## src/rtl/mips_pkg.sv

```systemverilog
// Shared MiniMIPS ALU constants and types.
// Holds the multiplier width and the sequential multiplier state encoding.
package mips_pkg;

    localparam int unsigned MULT_WIDTH = 32;

    typedef enum logic [1:0] {
        IDLE = 2'b00,
        RUN  = 2'b01,
        DONE = 2'b10
    } mult_state_t;

endpackage

```

## src/rtl/cond_negate.sv

```systemverilog
// Conditional two's-complement negate, width-generic.
// Negating the most negative value returns it unchanged, which reads correctly as unsigned.
module cond_negate #(
    parameter int unsigned WIDTH = 32
) (
    input  logic             i_neg,
    input  logic [WIDTH-1:0] i_data,
    output logic [WIDTH-1:0] o_data
);

    always_comb begin
        o_data = i_neg ? (~i_data + WIDTH'(1)) : i_data;
    end

endmodule

```

## src/rtl/mult_seq_32bit.sv

```systemverilog
// Iterative shift-add multiplier (mult/multu) retiring one product bit per clock.
// Signed operands are multiplied as magnitudes and the product sign is restored at the end.
module mult_seq_32bit
    import mips_pkg::*;
#(
    parameter int unsigned WIDTH = MULT_WIDTH,
    parameter int unsigned CNT_W = 6
) (
    input  logic             clk,
    input  logic             rst_n,
    input  logic             start,
    input  logic             is_signed,
    input  logic [WIDTH-1:0] op_a,
    input  logic [WIDTH-1:0] op_b,
    output logic             busy,
    output logic             done,
    output logic [WIDTH-1:0] result_lo,
    output logic [WIDTH-1:0] result_hi
);

    mult_state_t        r_state;
    logic [CNT_W-1:0]   r_cnt;
    logic [2*WIDTH-1:0] r_acc;
    logic [WIDTH-1:0]   r_mcand;
    logic [WIDTH-1:0]   r_mplier;
    logic               r_neg;
    logic               r_busy;
    logic               r_done;
    logic [WIDTH-1:0]   r_res_lo;
    logic [WIDTH-1:0]   r_res_hi;

    logic [WIDTH-1:0]   w_abs_a;
    logic [WIDTH-1:0]   w_abs_b;
    logic               w_neg_a;
    logic               w_neg_b;
    logic [WIDTH:0]     w_sum;
    logic [2*WIDTH-1:0] w_acc_next;
    logic [2*WIDTH-1:0] w_product;
    logic               w_last;

    assign w_neg_a = is_signed & op_a[WIDTH-1];
    assign w_neg_b = is_signed & op_b[WIDTH-1];

    cond_negate #(
        .WIDTH (WIDTH)
    ) u_abs_a (
        .i_neg  (w_neg_a),
        .i_data (op_a),
        .o_data (w_abs_a)
    );

    cond_negate #(
        .WIDTH (WIDTH)
    ) u_abs_b (
        .i_neg  (w_neg_b),
        .i_data (op_b),
        .o_data (w_abs_b)
    );

    // Keep the add carry so the shift brings it into the accumulator MSB.
    always_comb begin
        w_sum      = {1'b0, r_acc[2*WIDTH-1:WIDTH]} + (r_mplier[0] ? {1'b0, r_mcand} : '0);
        w_acc_next = {w_sum, r_acc[WIDTH-1:1]};
        w_last     = (r_cnt == CNT_W'(WIDTH - 1));
    end

    cond_negate #(
        .WIDTH (2 * WIDTH)
    ) u_neg_prod (
        .i_neg  (r_neg),
        .i_data (w_acc_next),
        .o_data (w_product)
    );

    always_ff @(posedge clk) begin
        if (!rst_n) begin
            r_state  <= IDLE;
            r_cnt    <= '0;
            r_acc    <= '0;
            r_mcand  <= '0;
            r_mplier <= '0;
            r_neg    <= 1'b0;
            r_busy   <= 1'b0;
            r_done   <= 1'b0;
            r_res_lo <= '0;
            r_res_hi <= '0;
        end else begin
            case (r_state)
                IDLE: begin
                    r_done <= 1'b0;
                    if (start) begin
                        r_mcand  <= w_abs_a;
                        r_mplier <= w_abs_b;
                        r_neg    <= w_neg_a ^ w_neg_b;
                        r_acc    <= '0;
                        r_cnt    <= '0;
                        r_busy   <= 1'b1;
                        r_state  <= RUN;
                    end
                end
                RUN: begin
                    r_acc    <= w_acc_next;
                    r_mplier <= r_mplier >> 1;
                    r_cnt    <= r_cnt + CNT_W'(1);
                    if (w_last) begin
                        r_state  <= DONE;
                        r_done   <= 1'b1;
                        r_res_hi <= w_product[2*WIDTH-1:WIDTH];
                        r_res_lo <= w_product[WIDTH-1:0];
                    end
                end
                DONE: begin
                    r_done  <= 1'b0;
                    r_busy  <= 1'b0;
                    r_state <= IDLE;
                end
                default: begin
                    r_state <= IDLE;
                    r_busy  <= 1'b0;
                    r_done  <= 1'b0;
                end
            endcase
        end
    end

    assign busy      = r_busy;
    assign done      = r_done;
    assign result_lo = r_res_lo;
    assign result_hi = r_res_hi;

endmodule

```

## config.mk

```make
export PLATFORM = sky130hd
export DESIGN_NAME = mult_seq_32bit
export DESIGN_NICKNAME = d
export VERILOG_FILES = /design/src/rtl/mips_pkg.sv /design/src/rtl/cond_negate.sv /design/src/rtl/mult_seq_32bit.sv
export SDC_FILE = /design/constraint.sdc
export NUM_CORES = 1
export LEC_CHECK = 0
export ABC_AREA = 1
export CORE_UTILIZATION = 60
export DETAILED_ROUTE_END_ITERATION = 6
export HOLD_SLACK_MARGIN = 0.05
export PLACE_DENSITY = 0.83
export SLEW_MARGIN = 20
export SYNTH_ARGS = -nofsm -noshare
export SYNTH_HDL_FRONTEND = slang
export SYNTH_SLANG_ARGS = --single-unit
```

## constraint.sdc

```tcl
create_clock -name clk -period 4.05 [get_ports clk]
set_input_delay 1.215 -clock clk [delete_from_list [all_inputs] [get_ports clk]]
set_output_delay 1.215 -clock clk [all_outputs]
set_load 0.05 [all_outputs]
```

==> qor.csv <==
stage;metric;value;unit
run_status;status;finished, final reports clean;
critical_path;R2R depth;21;
critical_path;capture instance of the worst register-to-register path;result_hi[29]$_SDFFE_PN0P_;
clock_network;CTS resizes;0;
critical_path;Worst Path Max Fanout;17;
critical_path;r2r setup slk;0.56;ns
synthesis;syn avg cell area;6.190;sq um
floorplanning;Die ar.;22970;sq um
route;Pre-Repair DR Iteration Count;5;
synthesis;Syn. warnings;0;
power;pwr dens;325.3;nW/um^2
place;placed cells;2522;
sta;total negative slack;0;ns
power;Pwr Total;5.138;mW
synthesis;post-synth cell types;52;
place;DP Area;14970;sq um
grt;GRT met3 Usage;5.180;%
synthesis;Seq cells post-synth;202;
clock_network;H-tree levels;1;
finish;# diodes;0;
sta;final worst-path cycle share;86.27;%
finish;share of cells above drive strength 1;7.574;%
route;Total Routed Length;40270;um
synthesis;Synth Area in Adders;3.506;%
clock_network;CTS Hold Buffers Added;0;
critical_path;WP data required;4.48;ns
floorplanning;Die Height;151.6;um
power;Peak VDD IR;0.3290;mV
sta;count of final setup violators;0;
synthesis;EDFF count, synth;0;
clock_network;setup bufs post-CTS;0;
clock_network;clk root buf;clkbuf_16;
route;post-DR wirelength/cell;15.70;um
route;remaining antenna violation count;0;
finish;Area growth syn-to-layout;17.68;%
place;Port Buf Inserts;133;
finish;Design Area, Final;15790;sq um
synthesis;Post-Synth XOR/XNOR Area;3.133;%
route;Vias/cell;5.646;
grt;GRT met1 Usage;44.15;%
clock_network;CTS tree;done;
clock_network;clk_lat worst skew;0.53;ns
power;Logic pwr share;14.9;%
grt;GRT overflow;0;
sta;achievable clock frequency;286.2;MHz
synthesis;syn_nets;2273;
floorplanning;row count;54;
floorplanning;core region area;21890;sq um
sta;WHS;0.4685;ns
power;Flop pwr share;41.0;%
grt;Top Usage Layer GRT;met2;
route;1st-iter DRT viols;1035;
worst_hold_path;hold crit path type;reg -> reg;
critical_path;CP Capture Point;result_hi[29]$_SDFFE_PN0P_;
sta;fin worst setup slack;0.5561;ns
sta;count of final hold-check violations;0;
floorplanning;Initial Util;61.31;%
place;dpl ws;0.3944;ns
finish;# fillers;1907;
power;sw frac;27.79;%
synthesis;asr flop ratio synth;0;%
clock_network;CTS clock-pin slew for the worst setup and hold paths;0.06;ns
sta;Slew Viols, Final;0;
power;P_int;3.710;mW
critical_path;Startpoint Class;register;
critical_path;Reg-to-Reg Start;r_mplier[0]$_SDFFE_PN0P_;
clock_network;CTS sink cnt;202;
clock_network;Num CTS Buffers;23;
finish;nets@finish;2372;
power;Clk network pwr share;44.1;%
synthesis;Mapped Area;13420;sq um
grt;largest net degree at the start of global routing;63;
clock_network;Longest Clk Path Bufs;3;
power;P_leak;7.898;nW
grt;number of global-route vias before repair;13300;
synthesis;combinational family with the most area after synthesis;simple AND/OR/NAND/NOR gates;
critical_path;CP arrival;3.92;ns
finish;final non-filler cell total;2564;
grt;GR Util met2;59.27;%
route;drc violations;0;
place;dpl hpwl;30290;um
floorplanning;Die W;151.6;um
power;switching pwr;1.428;mW
synthesis;post-synthesis mux area share;0;%
sta;Period minus WS final;3.494;ns
place;global placer's final weighted congestion;0.9494;
critical_path;Worst Path Class, Setup;reg -> reg;
synthesis;Synth Flop Type;dfxtp_1;
route;routed vias;14480;
sta;RSZ-0062 raised after global routing;false;
synthesis;Seq/Total Area, Yosys;30.13;%
synthesis;Cells after Synth;2168;
finish;Core Util, Final;72.14;%
synthesis;Synth Area in Compound Gates;16.04;%
grt;first-pass GRT wire length;64520;um
flow_run;Max-cap violations;0;
grt;overall routing resource usage;35.09;%
synthesis;simple-gate share of the synthesized area;35.26;%
critical_path;critical path startpoint;r_mplier[0]$_SDFFE_PN0P_;
floorplanning;IO Pins;134;
grt;initial antenna violation count;0;
sta;Fin Clk Skew;0.02112;ns
sta;Worst Tran Pin Value;0.6557;ns
sta;Max transition margin;56.29;%
critical_path;CP Capture Type;register;
## cell families (layout without fill, tap and decap cells)
group | Yosys count | after routing
AOI/OAI and AO/OA | 368 | 368
xor gates and xnor gates | 48 | 48
adders and majority gates | 37 | 37
buffers and inverters | 422 | 538
DFF | 202 | 202
and+or+nand+nor | 1091 | 1091
## worst min-delay path by stage
stage                                          from                   endpoint  cells past startpoint  slack (ns)
after global routing      result_lo[4]$_SDFFE_PN0P_  result_lo[4]$_SDFFE_PN0P_                      1        0.48
after CTS                     r_cnt[4]$_SDFFE_PN0P_      r_cnt[4]$_SDFFE_PN0P_                      2        0.47
after global placement        r_cnt[4]$_SDFFE_PN0P_      r_cnt[4]$_SDFFE_PN0P_                      2        0.45
final                     result_lo[4]$_SDFFE_PN0P_  result_lo[4]$_SDFFE_PN0P_                      1        0.47
after floorplan             r_state[1]$_SDFFE_PN0P_          busy$_SDFFE_PN0P_                      1        0.42
after detailed placement  result_lo[4]$_SDFFE_PN0P_  result_lo[4]$_SDFFE_PN0P_                      1        0.46
## state kept, by name (all words and copies together), names as in the netlist
register / cells
r_acc: 63
r_mcand: 32
r_mplier: 32
result_hi: 32
result_lo: 32
r_cnt: 6
r_state: 2
busy: 1
done: 1
r_neg: 1
## area by class of cell
class | instances | area, sq um | area share (%)
Clock buffer | 31 | 645.6 | 4.088
Inverter | 340 | 1276 | 8.081
Clock inverter | 11 | 178.9 | 1.133
Tap cell | 280 | 350.3 | 2.218
Multi-Input combinational cell | 1544 | 7795 | 49.36
Sequential cell | 202 | 4045 | 25.61
Timing Repair Buffer | 156 | 1501 | 9.507
## synth_stat cells (9+ instances only)
| library cell | n | area (sq um) |
|---|---|---|
| nand3_1 | 134 | 670.6 |
| inv_2 | 24 | 90.09 |
| o22ai_1 | 44 | 275.3 |
| xnor2_1 | 10 | 87.58 |
| nand2_2 | 35 | 219.0 |
| o21ai_0 | 126 | 630.6 |
| nand4_1 | 27 | 168.9 |
| nor2_1 | 214 | 803.3 |
| xor2_1 | 38 | 332.8 |
| nor2_2 | 19 | 118.9 |
| buf_2 | 11 | 55.05 |
| nor3_1 | 20 | 100.1 |
| clkbuf_1 | 59 | 221.5 |
| ha_1 | 36 | 450.4 |
| nand2_1 | 592 | 2222 |
| o211ai_1 | 10 | 75.07 |
| nand3_2 | 9 | 90.09 |
| a21oi_1 | 97 | 485.5 |
| dfxtp_1 | 202 | 4044 |
| buf_1 | 11 | 41.29 |
| a31oi_1 | 12 | 75.07 |
| inv_1 | 314 | 1179 |
| a22oi_1 | 18 | 135.1 |
| o21ai_1 | 11 | 55.05 |
| o221ai_1 | 24 | 210.2 |
| nand3b_1 | 12 | 90.09 |
## power groups by stage
stage / sequential (mW) / clock, mW / combinational (mW)
after global placement: 2.15 / 0 / 0.734
after detailed placement: 2.15 / 0 / 0.749
final: 2.11 / 2.27 / 0.764
after global routing: 2.11 / 2.36 / 0.844
after floorplan: 2.13 / 0 / 0.506
after CTS: 2.11 / 2.28 / 0.752
## worst max-delay path, cell delays in order (launching register included)
cell and delay (ns):
dfxtp_1 0.67, buf_4 0.33, nand2_1 0.16, inv_1 0.10, ha_1 0.26, nand2_1 0.16
nor2_1 0.17, nand2_1 0.13, nor3_1 0.16, nand2_1 0.14, nand2_1 0.09, nand2_1 0.05
nand2_1 0.27, nand2_1 0.15, nor2_1 0.12, nand2_1 0.06, nand2_1 0.08, nand2_1 0.06
nand2_1 0.05, nand3_1 0.07, nand2_1 0.08, inv_1 0.03
## layout by cell type (no fill, tap or decap), types with 38 or more instances in the layout
| cell | n |
|---|---|
| nand2_1 | 591 |
| a21oi_1 | 97 |
| o21ai_0 | 126 |
| clkdlybuf4s50_1 | 132 |
| o22ai_1 | 44 |
| inv_1 | 313 |
| dfxtp_1 | 201 |
| nor2_1 | 211 |
| xor2_1 | 38 |
| nand3_1 | 134 |
## routing by layer
layer | vias up | routed length (um) | share of wire [%]
li1 | 7192 | - | -
met1 | 6628 | 16970 | 42
met2 | 541 | 18780 | 47
met3 | 116 | 2793 | 6.9
met4 | 0 | 1721 | 4.3
met5 | - | 0 | 0
No activity file was read; power rests on OpenSTA's default activity.
